### src/rtl/riscv_pkg.sv
// Shared encodings for the multicycle RV32I control unit: states, opcodes,
// ALU operation codes and datapath mux select codes.
package riscv_pkg;

   localparam int unsigned STATE_W  = 4;
   localparam int unsigned OP_W     = 7;
   localparam int unsigned FUNCT3_W = 3;
   localparam int unsigned ALUOP_W  = 2;
   localparam int unsigned ALUCTL_W = 3;
   localparam int unsigned SEL_W    = 2;

   typedef enum logic [STATE_W-1:0] {
      S_FETCH    = 4'd0,
      S_DECODE   = 4'd1,
      S_MEMADR   = 4'd2,
      S_MEMREAD  = 4'd3,
      S_MEMWB    = 4'd4,
      S_MEMWRITE = 4'd5,
      S_EXECUTER = 4'd6,
      S_EXECUTEI = 4'd7,
      S_ALUWB    = 4'd8,
      S_BEQ      = 4'd9,
      S_JAL      = 4'd10,
      S_TRAP     = 4'd11
   } state_e;

   localparam logic [OP_W-1:0] OP_LW  = 7'b0000011;
   localparam logic [OP_W-1:0] OP_SW  = 7'b0100011;
   localparam logic [OP_W-1:0] OP_R   = 7'b0110011;
   localparam logic [OP_W-1:0] OP_I   = 7'b0010011;
   localparam logic [OP_W-1:0] OP_BEQ = 7'b1100011;
   localparam logic [OP_W-1:0] OP_JAL = 7'b1101111;

   localparam logic [ALUOP_W-1:0] ALUOP_ADD   = 2'b00;
   localparam logic [ALUOP_W-1:0] ALUOP_SUB   = 2'b01;
   localparam logic [ALUOP_W-1:0] ALUOP_FUNCT = 2'b10;

   localparam logic [ALUCTL_W-1:0] ALU_ADD = 3'b000;
   localparam logic [ALUCTL_W-1:0] ALU_SUB = 3'b001;
   localparam logic [ALUCTL_W-1:0] ALU_AND = 3'b010;
   localparam logic [ALUCTL_W-1:0] ALU_OR  = 3'b011;
   localparam logic [ALUCTL_W-1:0] ALU_SLT = 3'b101;

   localparam logic [SEL_W-1:0] IMM_I = 2'b00;
   localparam logic [SEL_W-1:0] IMM_S = 2'b01;
   localparam logic [SEL_W-1:0] IMM_B = 2'b10;
   localparam logic [SEL_W-1:0] IMM_J = 2'b11;

   localparam logic [SEL_W-1:0] RES_ALUOUT    = 2'b00;
   localparam logic [SEL_W-1:0] RES_DATA      = 2'b01;
   localparam logic [SEL_W-1:0] RES_ALURESULT = 2'b10;

   localparam logic [SEL_W-1:0] SRCA_PC    = 2'b00;
   localparam logic [SEL_W-1:0] SRCA_OLDPC = 2'b01;
   localparam logic [SEL_W-1:0] SRCA_RS1   = 2'b10;

   localparam logic [SEL_W-1:0] SRCB_RS2  = 2'b00;
   localparam logic [SEL_W-1:0] SRCB_IMM  = 2'b01;
   localparam logic [SEL_W-1:0] SRCB_FOUR = 2'b10;

endpackage

### src/rtl/alu_decoder.sv
// Combinational ALU decoder: maps ALUOp plus instruction function fields
// to the ALU operation select.
module alu_decoder
   import riscv_pkg::*;
(
   input  logic [ALUOP_W-1:0]  alu_op_i,
   input  logic [FUNCT3_W-1:0] funct3_i,
   input  logic                funct7b5_i,
   input  logic                op5_i,
   output logic [ALUCTL_W-1:0] alu_control_o
);

   always_comb begin
      alu_control_o = ALU_ADD;
      if (alu_op_i == ALUOP_SUB) begin
         alu_control_o = ALU_SUB;
      end else if (alu_op_i == ALUOP_FUNCT) begin
         case (funct3_i)
            3'b000:  alu_control_o = (op5_i && funct7b5_i) ? ALU_SUB : ALU_ADD;
            3'b010:  alu_control_o = ALU_SLT;
            3'b110:  alu_control_o = ALU_OR;
            3'b111:  alu_control_o = ALU_AND;
            default: alu_control_o = ALU_ADD;
         endcase
      end
   end

endmodule

### src/rtl/multicycle_control.sv
// Multicycle RV32I control unit: Moore sequencer driving datapath selects.
// Define MC_MEM_WAIT_EN to add mem_ready stalls on FETCH/MEMREAD/MEMWRITE.
module multicycle_control
   import riscv_pkg::*;
(
   input  logic                clk,
   input  logic                rst,
   input  logic [OP_W-1:0]     op,
   input  logic [FUNCT3_W-1:0] funct3,
   input  logic                funct7b5,
   input  logic                zero,
`ifdef MC_MEM_WAIT_EN
   input  logic                mem_ready,
`endif
   output logic                PCWrite,
   output logic                AdrSrc,
   output logic                MemWrite,
   output logic                IRWrite,
   output logic [SEL_W-1:0]    ResultSrc,
   output logic [SEL_W-1:0]    ALUSrcA,
   output logic [SEL_W-1:0]    ALUSrcB,
   output logic [SEL_W-1:0]    ImmSrc,
   output logic [ALUCTL_W-1:0] ALUControl,
   output logic                RegWrite,
   output logic                illegal,
   output logic [STATE_W-1:0]  state
);

   state_e               state_q, state_d;
   logic [ALUOP_W-1:0]   alu_op;
   logic                 pc_update;
   logic                 branch;
   logic                 mem_done;

`ifdef MC_MEM_WAIT_EN
   assign mem_done = mem_ready;
`else
   assign mem_done = 1'b1;
`endif

   always_ff @(posedge clk or posedge rst) begin
      if (rst) state_q <= S_FETCH;
      else     state_q <= state_d;
   end

   // Next state and Moore outputs; write enables are squashed while in reset.
   always_comb begin
      state_d   = state_q;
      AdrSrc    = 1'b0;
      MemWrite  = 1'b0;
      IRWrite   = 1'b0;
      ResultSrc = RES_ALUOUT;
      ALUSrcA   = SRCA_PC;
      ALUSrcB   = SRCB_RS2;
      RegWrite  = 1'b0;
      illegal   = 1'b0;
      alu_op    = ALUOP_ADD;
      pc_update = 1'b0;
      branch    = 1'b0;
      case (state_q)
         S_FETCH: begin
            ALUSrcB   = SRCB_FOUR;
            ResultSrc = RES_ALURESULT;
            if (mem_done) begin
               IRWrite   = 1'b1;
               pc_update = 1'b1;
               state_d   = S_DECODE;
            end
         end
         S_DECODE: begin
            ALUSrcA = SRCA_OLDPC;
            ALUSrcB = SRCB_IMM;
            case (op)
               OP_LW, OP_SW: state_d = S_MEMADR;
               OP_R:         state_d = S_EXECUTER;
               OP_I:         state_d = S_EXECUTEI;
               OP_BEQ:       state_d = S_BEQ;
               OP_JAL:       state_d = S_JAL;
               default:      state_d = S_TRAP;
            endcase
         end
         S_MEMADR: begin
            ALUSrcA = SRCA_RS1;
            ALUSrcB = SRCB_IMM;
            state_d = (op == OP_LW) ? S_MEMREAD : S_MEMWRITE;
         end
         S_MEMREAD: begin
            AdrSrc = 1'b1;
            if (mem_done) state_d = S_MEMWB;
         end
         S_MEMWB: begin
            ResultSrc = RES_DATA;
            RegWrite  = 1'b1;
            state_d   = S_FETCH;
         end
         S_MEMWRITE: begin
            AdrSrc   = 1'b1;
            MemWrite = 1'b1;
            if (mem_done) state_d = S_FETCH;
         end
         S_EXECUTER: begin
            ALUSrcA = SRCA_RS1;
            alu_op  = ALUOP_FUNCT;
            state_d = S_ALUWB;
         end
         S_EXECUTEI: begin
            ALUSrcA = SRCA_RS1;
            ALUSrcB = SRCB_IMM;
            alu_op  = ALUOP_FUNCT;
            state_d = S_ALUWB;
         end
         S_ALUWB: begin
            RegWrite = 1'b1;
            state_d  = S_FETCH;
         end
         S_BEQ: begin
            ALUSrcA = SRCA_RS1;
            alu_op  = ALUOP_SUB;
            branch  = 1'b1;
            state_d = S_FETCH;
         end
         S_JAL: begin
            ALUSrcA   = SRCA_OLDPC;
            ALUSrcB   = SRCB_FOUR;
            pc_update = 1'b1;
            state_d   = S_ALUWB;
         end
         S_TRAP:  illegal = 1'b1;
         default: state_d = S_FETCH;
      endcase
      PCWrite = pc_update | (branch & zero);
      if (rst) begin
         PCWrite  = 1'b0;
         IRWrite  = 1'b0;
         RegWrite = 1'b0;
         MemWrite = 1'b0;
         illegal  = 1'b0;
      end
   end

   always_comb begin
      case (op)
         OP_SW:   ImmSrc = IMM_S;
         OP_BEQ:  ImmSrc = IMM_B;
         OP_JAL:  ImmSrc = IMM_J;
         default: ImmSrc = IMM_I;
      endcase
   end

   assign state = STATE_W'(state_q);

   alu_decoder u_alu_decoder (
      .alu_op_i      (alu_op),
      .funct3_i      (funct3),
      .funct7b5_i    (funct7b5),
      .op5_i         (op[5]),
      .alu_control_o (ALUControl)
   );

endmodule

### config.mk
export PLATFORM = sky130hd
export DESIGN_NAME = multicycle_control
export DESIGN_NICKNAME = d
export VERILOG_FILES = /design/src/rtl/riscv_pkg.sv /design/src/rtl/alu_decoder.sv /design/src/rtl/multicycle_control.sv
export SDC_FILE = /design/constraint.sdc
export NUM_CORES = 1
export LEC_CHECK = 0
export ABC_AREA = 1
export CAP_MARGIN = 20
export CORE_UTILIZATION = 37
export DETAILED_ROUTE_END_ITERATION = 12
export MAX_ROUTING_LAYER = met4
export PLACE_DENSITY = 0.84
export SLEW_MARGIN = 20
export SYNTH_ARGS = -nofsm -noshare
export SYNTH_HDL_FRONTEND = slang
export SYNTH_SLANG_ARGS = --single-unit
export TNS_END_PERCENT = 5
### constraint.sdc
create_clock -name clk -period 3.4 [get_ports clk]
set_clock_uncertainty 0.05 [all_clocks]
set_input_delay 0.34 -clock clk [delete_from_list [all_inputs] [get_ports clk]]
set_output_delay 0.34 -clock clk [all_outputs]
set_load 0.01 [all_outputs]
==> flow_metrics.tcl <==
set metrics [dict create \
    die_h_um 39.1 \
    post_cts_resized 0 \
    num_io_pins 35 \
    wl_per_cell_um 10.1 \
    core_region_area_um2 1190 \
    path_depth 6 \
    timing.critical_path.cells "clkdlybuf4s50_1 > nand2_1 > nor2_2 > nand2_1 > o21ai_0 > clkdlybuf4s50_1" \
    layout.cell_area.non_filler_um2 881 \
    post_drt_via_cell_ratio 4.97 \
    grt_setup_unrepaired "no" \
    max-vdd-ir-drop_uv 358 \
    clk_pin_slew_ps 40 \
    netlist_instances 93 \
    layout.filler_cells 113 \
    cp_slowest_cell "clkdlybuf4s50_1" \
    fmax_mhz 430 \
    path_delay_family "buffers and inverters" \
    syn_avg_cell_area_um2 5.46 \
    max_stage_delay_ps 580 \
    sequential_to_total_area_share_from_yosys_stat 0.197 \
    clockBufferDepth 2 \
    synth.net_count 107 \
    drt_iter0_markers 12 \
    most-common-layout-cells "34 x clkdlybuf4s50_1, 27 x nand2_1, 14 x nor2_1, 13 x inv_1, 8 x nand3_1" \
    hpwl_mm 1.24 \
    finalCritPeriodShare 0.684 \
    timing.final.crit_period_ps 2330 \
    finalHoldViolations 0 \
    synth-warning-count 0 \
    stdcell_count 143 \
    die_w_um 39.1 \
    synth.ff_latch_count 4 \
    dpl_cell_area_um2 858 \
    route.vias.total 711 \
    maxCapViolations 0 \
    cts-hold-fix-buffers 0 \
    final_antenna_net_count 0 \
    timing.max_slew.rel_slack 0.758 \
    post-layout-total-power_uw 660 \
    timing_worst_setup_path_type "input port to primary output" \
    cts_max_level 1 \
    max_slew.worst_pin.slew_ps 363 \
    finalNetCount 145 \
    cts_sinks 4 \
    final-max-slew-violation-count 0 \
    gr-usage-all-layers 0.255 \
    critical_path_start_type "input port" \
    max_fo_critical_path 4 \
    power_density_nw_per_um2 749 \
    cts.root.buffer_cell "clkbuf_4" \
    dieArea_um2 1530 \
    multi_input_area_um2 329 \
    core.rowCount 12 \
    wp_buf_inv 2 \
    fin_setup_tns_ps 0 \
    cts_made_buffers 3 \
    finalWeightedCongestion 0.751 \
    initial_antenna_violation_count 0 \
    cp.required_ps 3010 \
    post_synth_num_cell_types 18 \
    final_common_cell "clkdlybuf4s50_1" \
    postCtsSetupRepairBufs 0 \
    mappedNetlistArea_um2 508 \
    io_port_bufs 34 \
    worst_skew_pair.late_latency_ps 240 \
    drcViolationCount 0 \
    layout-area-overhead-vs-synth_pct 73.4 \
    setup_viol 0 \
    critPathCaptureType "primary output" \
    cp.arrival_ps 1940 \
    grt_start_max_net_pins 11 \
    grt_first_pass_wirelength_mm 2.57 \
    gr-total-overflow 0 \
    drt-pass1-iter-count 5 \
    initial_utilization 0.428 \
    antenna_cells 0 \
    drt-total-wl_mm 1.44 \
    largest_register_ffs 4 \
    hold_path_class "input port to async pin" \
    final-seq-area_um2 100 \
    r2r_cells 5 \
    status "completed" \
    power.leakage_nw 0.440 \
    layout-drive-gt1-share 0.155 \
    first_global_vias 609 \
    cts_tree "yes" \
    cell_count_after_placement 140 \
]
[cell type report]
cell class / instances / area share
Timing Repair Buffer: 34 / 0.386
Sequential cell: 4 / 0.114
Multi-Input combinational cell: 69 / 0.374
Inverter: 19 / 0.0810
Clock buffer: 3 / 0.0256
Tap cell: 14 / 0.0199
[synth_stat cells]
library cell,instances,area share
nor3_4,1,0.032
nand2_2,2,0.025
nand2_1,27,0.20
o22ai_1,2,0.025
buf_4,1,0.015
inv_2,6,0.044
nor4_1,1,0.012
nor2_1,14,0.10
nor4_2,1,0.025
o21ai_0,2,0.020
nor2_2,7,0.086
inv_1,13,0.096
nand4_1,1,0.012
dfrtp_1,4,0.20
nand3_1,8,0.079
o21ai_1,1,0.0098
nor3_1,1,0.0098
a21oi_1,1,0.0098
[metrics by stage]
| stage | setup slack, ps | utilization | hold WS, ps |
|---|---|---|---|
| after floorplan | 1930 | - | 56.1 |
| after global placement | 1180 | 0.724 | 613 |
| after detailed placement | 1080 | 0.724 | 614 |
| after CTS | 1060 | 0.743 | 415 |
| after global routing | 964 | 0.743 | 455 |
| final | 1070 | 0.743 | 409 |
[power by group]
group	total, mW	leakage [nW]	switching (mW)	internal (mW)
sequential	0.112	0.0504	0.0413	0.0708
clock	0.0594	0.0138	0.0199	0.0395
combinational	0.488	0.376	0.248	0.240
total	0.660	0.440	0.310	0.350
[logic make-up after synthesis]
family,share of synthesized area
AND/OR/NAND/NOR,0.584
buffers and inverters,0.155
flip-flops,0.197
AO/OA/AOI/OAI,0.0640
[metal layers]
layer,track usage,part of all wire,up-vias
li1,-,-,362
met1,0.280,0.38,302
met2,0.446,0.52,39
met3,0.0405,0.065,8
met4,0.121,0.027,0
met5,-,0,-
[final timing paths]
check	from	endpoint	slack, ps
worst max-delay path	op[1]	ImmSrc[0]	1070
worst min-delay path	rst	state[3]	410
worst max register to register	state[1]	state[3]	2130
worst min register to register	state[3]	state[2]	630
max in group asynchronous	rst	state[0]	2730
min in group clk	state[3]	state[2]	630
Note: power is estimated with default switching activity, not from simulation.
